$ cat config.mk
export PLATFORM = sky130hd
export DESIGN_NAME = tmr_mismatch_monitor
export DESIGN_NICKNAME = d
export VERILOG_FILES = /design/src/rtl/tmr_mon_pkg.sv /design/src/rtl/tmr_mon_sat_counter.sv /design/src/rtl/tmr_mismatch_monitor.sv
export SDC_FILE = /design/constraint.sdc
export NUM_CORES = 1
export LEC_CHECK = 0
export CAP_MARGIN = 25
export CELL_PAD_IN_SITES_DETAIL_PLACEMENT = 1
export CELL_PAD_IN_SITES_GLOBAL_PLACEMENT = 1
export CORE_ASPECT_RATIO = 0.75
export CORE_MARGIN = 3
export CORE_UTILIZATION = 37
export CTS_BUF_LIST = sky130_fd_sc_hd__clkbuf_4 sky130_fd_sc_hd__clkbuf_8 sky130_fd_sc_hd__clkbuf_16
export CTS_CLUSTER_SIZE = 20
export DETAILED_ROUTE_END_ITERATION = 7
export PLACE_DENSITY = 0.69
export SETUP_SLACK_MARGIN = 0.15
export SYNTH_ARGS = -nofsm -noshare
export SYNTH_HDL_FRONTEND = slang
export SYNTH_HIERARCHICAL = 1
export SYNTH_SLANG_ARGS = --single-unit
$ cat constraint.sdc
create_clock -name clk -period 1.95 [get_ports clk]
set_input_delay 0.39 -clock clk [delete_from_list [all_inputs] [get_ports clk]]
set_output_delay 0.39 -clock clk [all_outputs]
set_load 0.02 [all_outputs]
$ cat src/rtl/tmr_mon_pkg.sv
// Shared constants for the TMR mismatch monitor: counter select encoding and read-FSM states.
package tmr_mon_pkg;

   localparam logic [1:0] SEL_A = 2'd0;
   localparam logic [1:0] SEL_B = 2'd1;
   localparam logic [1:0] SEL_C = 2'd2;
   localparam logic [1:0] SEL_M = 2'd3;

   localparam int unsigned N_CNT = 4;

   typedef enum logic [1:0] {
      RD_IDLE = 2'd0,
      RD_ACK  = 2'd1,
      RD_DROP = 2'd2
   } rd_state_e;

endpackage

$ cat src/rtl/tmr_mon_sat_counter.sv
// Saturating error counter with increment and clear; a clear that coincides
// with an increment leaves the counter at 1 so that event is not lost.
module tmr_mon_sat_counter #(
   parameter int unsigned CNT_W = 16
) (
   input  logic             clk,
   input  logic             rstn,
   input  logic             inc_i,
   input  logic             clr_i,
   output logic [CNT_W-1:0] cnt_o
);

   logic [CNT_W-1:0] cnt_q, cnt_d;

   always_comb begin
      cnt_d = cnt_q;
      if (clr_i) begin
         cnt_d = inc_i ? CNT_W'(1) : '0;
      end else if (inc_i && (cnt_q != {CNT_W{1'b1}})) begin
         cnt_d = cnt_q + CNT_W'(1);
      end
   end

   always_ff @(posedge clk or negedge rstn) begin
      if (!rstn) cnt_q <= '0;
      else       cnt_q <= cnt_d;
   end

   assign cnt_o = cnt_q;

endmodule

$ cat src/rtl/tmr_mismatch_monitor.sv
// Majority voter over three replica words with per-replica error counters read via
// a four-phase handshake. Define TMR_MON_CLEAR_ON_READ_EN for destructive reads.
module tmr_mismatch_monitor
   import tmr_mon_pkg::*;
#(
   parameter int unsigned WIDTH = 8,
   parameter int unsigned CNT_W = 16
) (
   input  logic             clk,
   input  logic             rstn,
   input  logic             valid_i,
   input  logic [WIDTH-1:0] inA,
   input  logic [WIDTH-1:0] inB,
   input  logic [WIDTH-1:0] inC,
   output logic [WIDTH-1:0] voted_o,
   output logic             err_o,
   output logic             errA_o,
   output logic             errB_o,
   output logic             errC_o,
   output logic             errM_o,
   input  logic             rd_req,
   input  logic [1:0]       rd_sel,
   output logic             rd_ack,
   output logic [CNT_W-1:0] rd_data
);

   logic [WIDTH-1:0] maj_c, odd_a_c, odd_b_c, odd_c_c;
   logic [2:0]       odd_c;
   logic             diff_c;
   logic [N_CNT-1:0] inc, clr;
   logic [CNT_W-1:0] cnt [N_CNT];

   logic [WIDTH-1:0] voted_q;
   logic             err_q;
   logic [N_CNT-1:0] flag_q;

   rd_state_e        state_q, state_d;
   logic             rd_ack_q, rd_ack_d;
   logic [CNT_W-1:0] rd_data_q, rd_data_d;

   // A replica is odd at a bit where it differs while the other two agree.
   assign maj_c   = (inA & inB) | (inA & inC) | (inB & inC);
   assign odd_a_c = (inA ^ inB) & ~(inB ^ inC);
   assign odd_b_c = (inB ^ inA) & ~(inA ^ inC);
   assign odd_c_c = (inC ^ inA) & ~(inA ^ inB);
   assign odd_c   = {|odd_c_c, |odd_b_c, |odd_a_c};
   assign diff_c  = |(odd_a_c | odd_b_c | odd_c_c);

   always_comb begin
      inc = '0;
      if (valid_i) begin
         case (odd_c)
            3'b000:  inc = '0;
            3'b001:  inc[SEL_A] = 1'b1;
            3'b010:  inc[SEL_B] = 1'b1;
            3'b100:  inc[SEL_C] = 1'b1;
            default: inc[SEL_M] = 1'b1;
         endcase
      end
   end

   for (genvar g = 0; g < N_CNT; g++) begin : g_cnt
      tmr_mon_sat_counter #(.CNT_W(CNT_W)) u_cnt (
         .clk   (clk),
         .rstn  (rstn),
         .inc_i (inc[g]),
         .clr_i (clr[g]),
         .cnt_o (cnt[g])
      );
   end

   always_ff @(posedge clk or negedge rstn) begin
      if (!rstn) begin
         voted_q <= '0;
         err_q   <= 1'b0;
         flag_q  <= '0;
      end else begin
         if (valid_i) voted_q <= maj_c;
         err_q  <= valid_i & diff_c;
         flag_q <= (flag_q & ~clr) | inc;
      end
   end

`ifdef TMR_MON_CLEAR_ON_READ_EN
   logic [1:0] sel_q;

   always_ff @(posedge clk or negedge rstn) begin
      if (!rstn)                                sel_q <= '0;
      else if (state_q == RD_IDLE && rd_req)    sel_q <= rd_sel;
   end

   // Destructive read: clear the counter that was just read on the ACK->DROP step.
   always_comb begin
      clr = '0;
      if (state_q == RD_ACK && !rd_req) clr[sel_q] = 1'b1;
   end
`else
   assign clr = '0;
`endif

   always_ff @(posedge clk or negedge rstn) begin
      if (!rstn) begin
         state_q   <= RD_IDLE;
         rd_ack_q  <= 1'b0;
         rd_data_q <= '0;
      end else begin
         state_q   <= state_d;
         rd_ack_q  <= rd_ack_d;
         rd_data_q <= rd_data_d;
      end
   end

   always_comb begin
      state_d = state_q;
      case (state_q)
         RD_IDLE: if (rd_req)  state_d = RD_ACK;
         RD_ACK:  if (!rd_req) state_d = RD_DROP;
         RD_DROP: state_d = RD_IDLE;
         default: state_d = RD_IDLE;
      endcase
   end

   always_comb begin
      rd_ack_d  = 1'b0;
      rd_data_d = rd_data_q;
      case (state_q)
         RD_IDLE: begin
            if (rd_req) begin
               rd_ack_d  = 1'b1;
               rd_data_d = cnt[rd_sel];
            end
         end
         RD_ACK:  rd_ack_d = rd_req;
         default: rd_ack_d = 1'b0;
      endcase
   end

   assign voted_o = voted_q;
   assign err_o   = err_q;
   assign errA_o  = flag_q[SEL_A];
   assign errB_o  = flag_q[SEL_B];
   assign errC_o  = flag_q[SEL_C];
   assign errM_o  = flag_q[SEL_M];
   assign rd_ack  = rd_ack_q;
   assign rd_data = rd_data_q;

endmodule

* Word level (Yosys, flattened, before mapping)
Cells that the tools add are included.
** Operators by class
- Add/sub/neg operators :: 4
- Magnitude comparators :: 1
- Equal/unequal tests :: 10
- Mux-type cells :: 13
- Bitwise logic cells :: 19
- Reduce and logical (&&, ||, !) cells :: 13
** Operator list (count)
- adder 16 x 1 -> 16 bit, second input constant :: 4
- inequality test 16 bit, second input constant :: 4
- bitwise AND 8 bit :: 6
- binary-select mux 16 bit (select 2 bit) :: 1
- 2-to-1 mux 16 bit :: 2
- bitwise OR 8 bit :: 4
- OR reduction 8 bit :: 4
- inverter 8 bit :: 3
- XOR 8 bit :: 3
- 2-to-1 mux 1 bit :: 5
- logical AND 1 bit :: 4
- 2-to-1 mux 2 bit :: 2
- 2-to-1 mux 4 bit :: 1
- inequality test 2 bit, second input constant :: 2
- bitwise OR 4 bit :: 1
- one-hot mux 2 bit (2 select lines) :: 1
- AND reduction 2 bit :: 2
- OR reduction 4 bit :: 1
- equality test 3 x 1 -> 1 bit, second input constant :: 1
- equality test 3 x 2 -> 1 bit, second input constant :: 1
- equality test 3 bit, second input constant :: 1
- >= comparator 3 bit, second input constant :: 1
- zero test 3 bit :: 1
- inverter 2 -> 3 bit :: 1
- 4 further kinds :: 4
** Word-level totals
- Register bits :: 96
- Output and inout bits :: 30

* Depth between registers and ports, before layout
- Depth after elaboration :: 9
- Mapped depth :: 12

* Hierarchy
The synthesis kept the hierarchy.
** By module, submodules not included
- tmr_mon_sat_counter :: times used 4, cells an instance 102, area an instance 959.7 um^2, seq. area each 400.4 um^2
- tmr_mismatch_monitor :: times used 1, cells an instance 162, area an instance 2070.7 um^2, seq. area each 800.8 um^2

* Worst setup path after synthesis
No wires, ideal clock.
- Kind :: input-to-reg
- From :: input inA[7]
- To :: register g_cnt[0].u_cnt.cnt_q[11]
- Data arrival time :: 2.777 ns
- Setup slack :: -0.904 ns
- Stages on the path :: 11
- Buffers on the path :: 2
- Cells stage by stage :: ha_1 clkinv_2 o22ai_2 or4_4 nor4b_2 buf_4 nand3_1 or2_0 buf_2 or4_1 a21oi_1
** Between the ends
- Cells in the longest elaborated chain, start to end :: 8
** Ends and longest elaborated chain
- from (decl) :: RTL line tmr_mismatch_monitor.sv:12 : input logic [WIDTH-1:0] inA,
- XOR 8 bit, on equally long branches :: RTL line tmr_mismatch_monitor.sv:44, tmr_mismatch_monitor.sv:45, tmr_mismatch_monitor.sv:43
- inverter 8 bit, on equally long branches :: RTL line tmr_mismatch_monitor.sv:44, tmr_mismatch_monitor.sv:45
- bitwise AND 8 bit, on equally long branches :: RTL line tmr_mismatch_monitor.sv:44, tmr_mismatch_monitor.sv:45
- OR reduction 8 bit :: RTL line tmr_mismatch_monitor.sv:46 : assign odd_c = {|odd_c_c, |odd_b_c, |odd_a_c};
- equality test 3 x 1 -> 1 bit * :: RTL line tmr_mismatch_monitor.sv:52 : case (odd_c)
- 2-to-1 mux 1 bit * :: RTL line tmr_mismatch_monitor.sv:52
- 2-to-1 mux 4 bit * :: RTL line tmr_mismatch_monitor.sv:51 : if (valid_i) begin
- named net inc[0] :: RTL line tmr_mismatch_monitor.sv:30 : logic [N_CNT-1:0] inc, clr;
- logical AND 1 bit * :: RTL line tmr_mon_sat_counter.sv:19 : end else if (inc_i && (cnt_q != {CNT_W{1'b1}})) begin
- to (signal assigned) :: RTL line tmr_mon_sat_counter.sv:26 : else cnt_q <= cnt_d;
- to (decl) :: RTL line tmr_mon_sat_counter.sv:13 : logic [CNT_W-1:0] cnt_q, cnt_d;
Mark *: on every way through the listed nets, which the timed path passes. The rest lies on a longest branch.
A chain may end at the register's enable or synchronous reset.

* Final worst setup path
- From :: input inB[5]
- To :: register g_cnt[0].u_cnt.cnt_q[10]
** Between the ends
- Cells in the longest elaborated chain, start to end :: 8
** Ends and longest elaborated chain
- from (decl) :: RTL line tmr_mismatch_monitor.sv:13 : input logic [WIDTH-1:0] inB,
- XOR 8 bit, on equally long branches :: RTL line tmr_mismatch_monitor.sv:43, tmr_mismatch_monitor.sv:44, tmr_mismatch_monitor.sv:45
- inverter 8 bit, on equally long branches :: RTL line tmr_mismatch_monitor.sv:43, tmr_mismatch_monitor.sv:45
- bitwise AND 8 bit, on equally long branches :: RTL line tmr_mismatch_monitor.sv:43, tmr_mismatch_monitor.sv:45
- OR reduction 8 bit :: RTL line tmr_mismatch_monitor.sv:46
- equality test 3 x 1 -> 1 bit * :: RTL line tmr_mismatch_monitor.sv:52
- 2-to-1 mux 1 bit * :: RTL line tmr_mismatch_monitor.sv:52
- 2-to-1 mux 4 bit * :: RTL line tmr_mismatch_monitor.sv:51
- named net inc[0] :: RTL line tmr_mismatch_monitor.sv:30
- logical AND 1 bit * :: RTL line tmr_mon_sat_counter.sv:19
Marks and branches as above.

==> run metrics <==
GR Overflow Total 0; HPWL Detailed roughly 15 mm; Layout area overhead 64.18%; number of flops mapped to enable cells by yosys 0; final wirelength between 20 and 30 mm; DRC violation count after routing 0; Syn Std Cell Area ~6000 um^2; TritonCTS buffer count 9; Worst Setup Start Kind input pin; Area contributors post-synth dfrtp_1 41%, mux4_2 6.1%, ha_1 5.9%; router iterations before antenna repair 5; antenna cells 0; crit path capture type register; CP max stage delay about 580 ps; WP data required roughly 2200 ps; Worst-Skew Late Latency 360 ps; Hold Crit Depth 4; R2R setup slack -470 ps; vias in the first global route around 6200; share of cells above drive strength 1 a little over half; TritonCTS clock tree yes; Final Critical Period between 2000 and 3000 ps; Die Y between 100 and 150 um; row cnt 39; Synth Register Bits 96; Critical Path AT approximately 3000 ps; CTS H-tree lvls 3; Synth Instances 570; gp weighted congestion between 0.8 and 0.9; first-pass GRT wire length between 30 and 40 mm; die width 151.9 um; LEAKAGE between 3 and 4 nW; Yosys warning count 6; Worst setup startpoint inB[5]; RSZ-0062 raised after global routing yes; Die Area approximately 18000 um^2; worst setup path endpoint g_cnt[0].u_cnt/cnt_o[10]; largest net degree at the start of global routing between 40 and 50; r2r endpoint g_cnt[1].u_cnt/cnt_o[5]; I/O Buffers slightly below 60; initial antenna violation count 0; Worst Clk Skew 7.456 ps; final period utilization 138.3%; I/O pins 60; Starting Density approximately two fifths; Slew HR a little under two fifths; clock transition at the registers of the reported paths approximately 70 ps; worst reg-to-reg path cell count 5; Fin. Hold Viols 0; via-per-instance ratio just over 6; Final Max Tran Viols 0; VDD IR-drop max a little under 0.0004 V; worst-path cell with the longest stage delay or4_4; post-synth top area share between 40% and 50%; dominant cell type by area after synthesis dfrtp_1; violated checks setup timing; total number of vias between 6000 and 7000; Max Clock Freq approximately 0.37 GHz; Yosys cell types 52; Post-synth top cells 96 x dfrtp_1, 58 x nor2_1, 32 x a21oi_1; Cell Count, Final, Fillers Out 991; most common cell in the netlist dfrtp_1; CP Cell Sequence buf_8, ha_4, inv_4, o22ai_4, or4_4, nor4b_2, buf_4, buf_4, buf_6, nand2_8, buf_6, nor3_4, a31oi_1, a211oi_1; antenna viol nets, final 0; HP Class in -> reg; status complete, but fails checks; worst-margin pin slew 937.5 ps; placed insts 912; 1st-iter DRT viols around 440; CTS root buf clkbuf_16; CP Max Fanout 5; Syn Area/Cell between 10 and 15 um^2; Reg-to-Reg Start g_cnt[1].u_cnt/cnt_o[7]; Setup violations, final 67; async set-reset flop share out of synthesis 100.0%; clock sinks 96; Final WS setup -747.6 ps; nets@finish between 800 and 900; post-layout util 62.92%; register area share after synthesis roughly two fifths; clk buf depth 2; dominant synthesized flop cell dfrtp_1; max cap viols 0; WL/cell about 27 um; Pwr Density around 510 nW/um^2; kind of critical path in -> reg; GRT Util Overall around a quarter; core region area around 15000 um^2
[cell families (layout without fill, tap and decap cells)]
group,count (synthesis),after routing,share of synthesized area [%]
compound gates,103,103,12.15
fa+ha+maj,29,29,6.098
buf+inv,57,262,4.235
flops,96,96,40.65
mux,52,52,12.87
other cells,1,12,0.06346
simple gates,232,232,23.93
[critical path, delay by kind of cell]
family	cells	cell delay [ps]
AOI/OAI and AO/OA	3	430
buffers and inverters	6	710
and+or+nand+nor	4	1160
adders and majority gates	1	230
[power by group]
group	total (W)	internal [W]	switching [W]	leakage [nW]
Sequential	0.00209	0.00205	0.0000399	1.30
Combinational	0.00115	0.000563	0.000586	2.46
Clock	0.00175	0.000939	0.000809	0.138
[stage by stage]
step | hold WS [ps] | power (W) | area [um^2] | setup WS (ps) | setup TNS, ps
final | 445.8 | 0.004991 | 9702 | -747.6 | -31930
after global routing | 457.5 | 0.005173 | 9702 | -843.3 | -35920
after CTS | 445.9 | 0.004849 | 9020 | -578.1 | -22900
after detailed placement | 343.3 | 0.002949 | 7831 | -1464 | -81980
after global placement | 328.8 | 0.002908 | 7831 | -1388 | -76150
after floorplan | 94.41 | 0.002529 | 6350 | -795.6 | -22990
[worst min-delay path by stage]
| stage | startpoint | endpoint |
|---|---|---|
| detailed placement | rstn | g_cnt[1].u_cnt/cnt_o[12] |
| global route | inB[6] | voted_o[6] |
| floorplan | rstn | err_o |
| CTS | inB[0] | voted_o[0] |
| global placement | rstn | g_cnt[1].u_cnt/cnt_o[12] |
| finish | inB[7] | voted_o[7] |
[layout make-up]
class,count,area (um^2)
Fill cell,1566,5718
Inverter,29,136.4
Sequential cell,96,2402
Clock buffer,12,260.3
Tap cell,205,256.5
Timing Repair Buffer,218,2038
Multi-Input combinational cell,428,4591
Clock inverter,3,17.52
[state kept, by name, indices dropped and copies added, names as in the netlist]
name / count
rd_ack: 1
g_cnt.u_cnt/cnt_o: 64
voted_o: 8
err_o: 1
rd_data: 16
flag_q: 4
state_q: 2
[per-layer routing]
metal	vias up	track usage, %	wire length [um]
met2	253	44.50	13780
met1	3154	34.26	11160
met5	-	0	0
met4	0	7.844	689
met3	60	5.189	1319
li1	2603	-	-
[placed cells by master (no fill, tap or decap), drive strengths merged, types with 5 or more instances in the layout]
master         instances
nor3                  28
or2                    6
nand4                 20
o41ai                 12
nand2                 22
ha                    28
nor3b                  5
nor2b                 15
inv                   27
o311ai                 8
a211oi                12
nor4                  18
and4                   9
or4                    9
conb                  12
a31oi                  5
mux2                  32
mux4                  16
o21ai                  8
nor2                  58
buf                  183
clkdlybuf4s50         34
dfrtp                 96
a21oi                 32
nand3                 24
clkbuf                12
o22ai                  8
[repair_timing]
item,4_1_cts,5_1_grt
setup endpoints to repair,68,68
pin swaps,60,70
gates resized for setup,252,113
hold buffers,1,0
endpoints found under the hold margin,23,0
buffers inserted,39,24
Power figures use the tool's default switching activity.
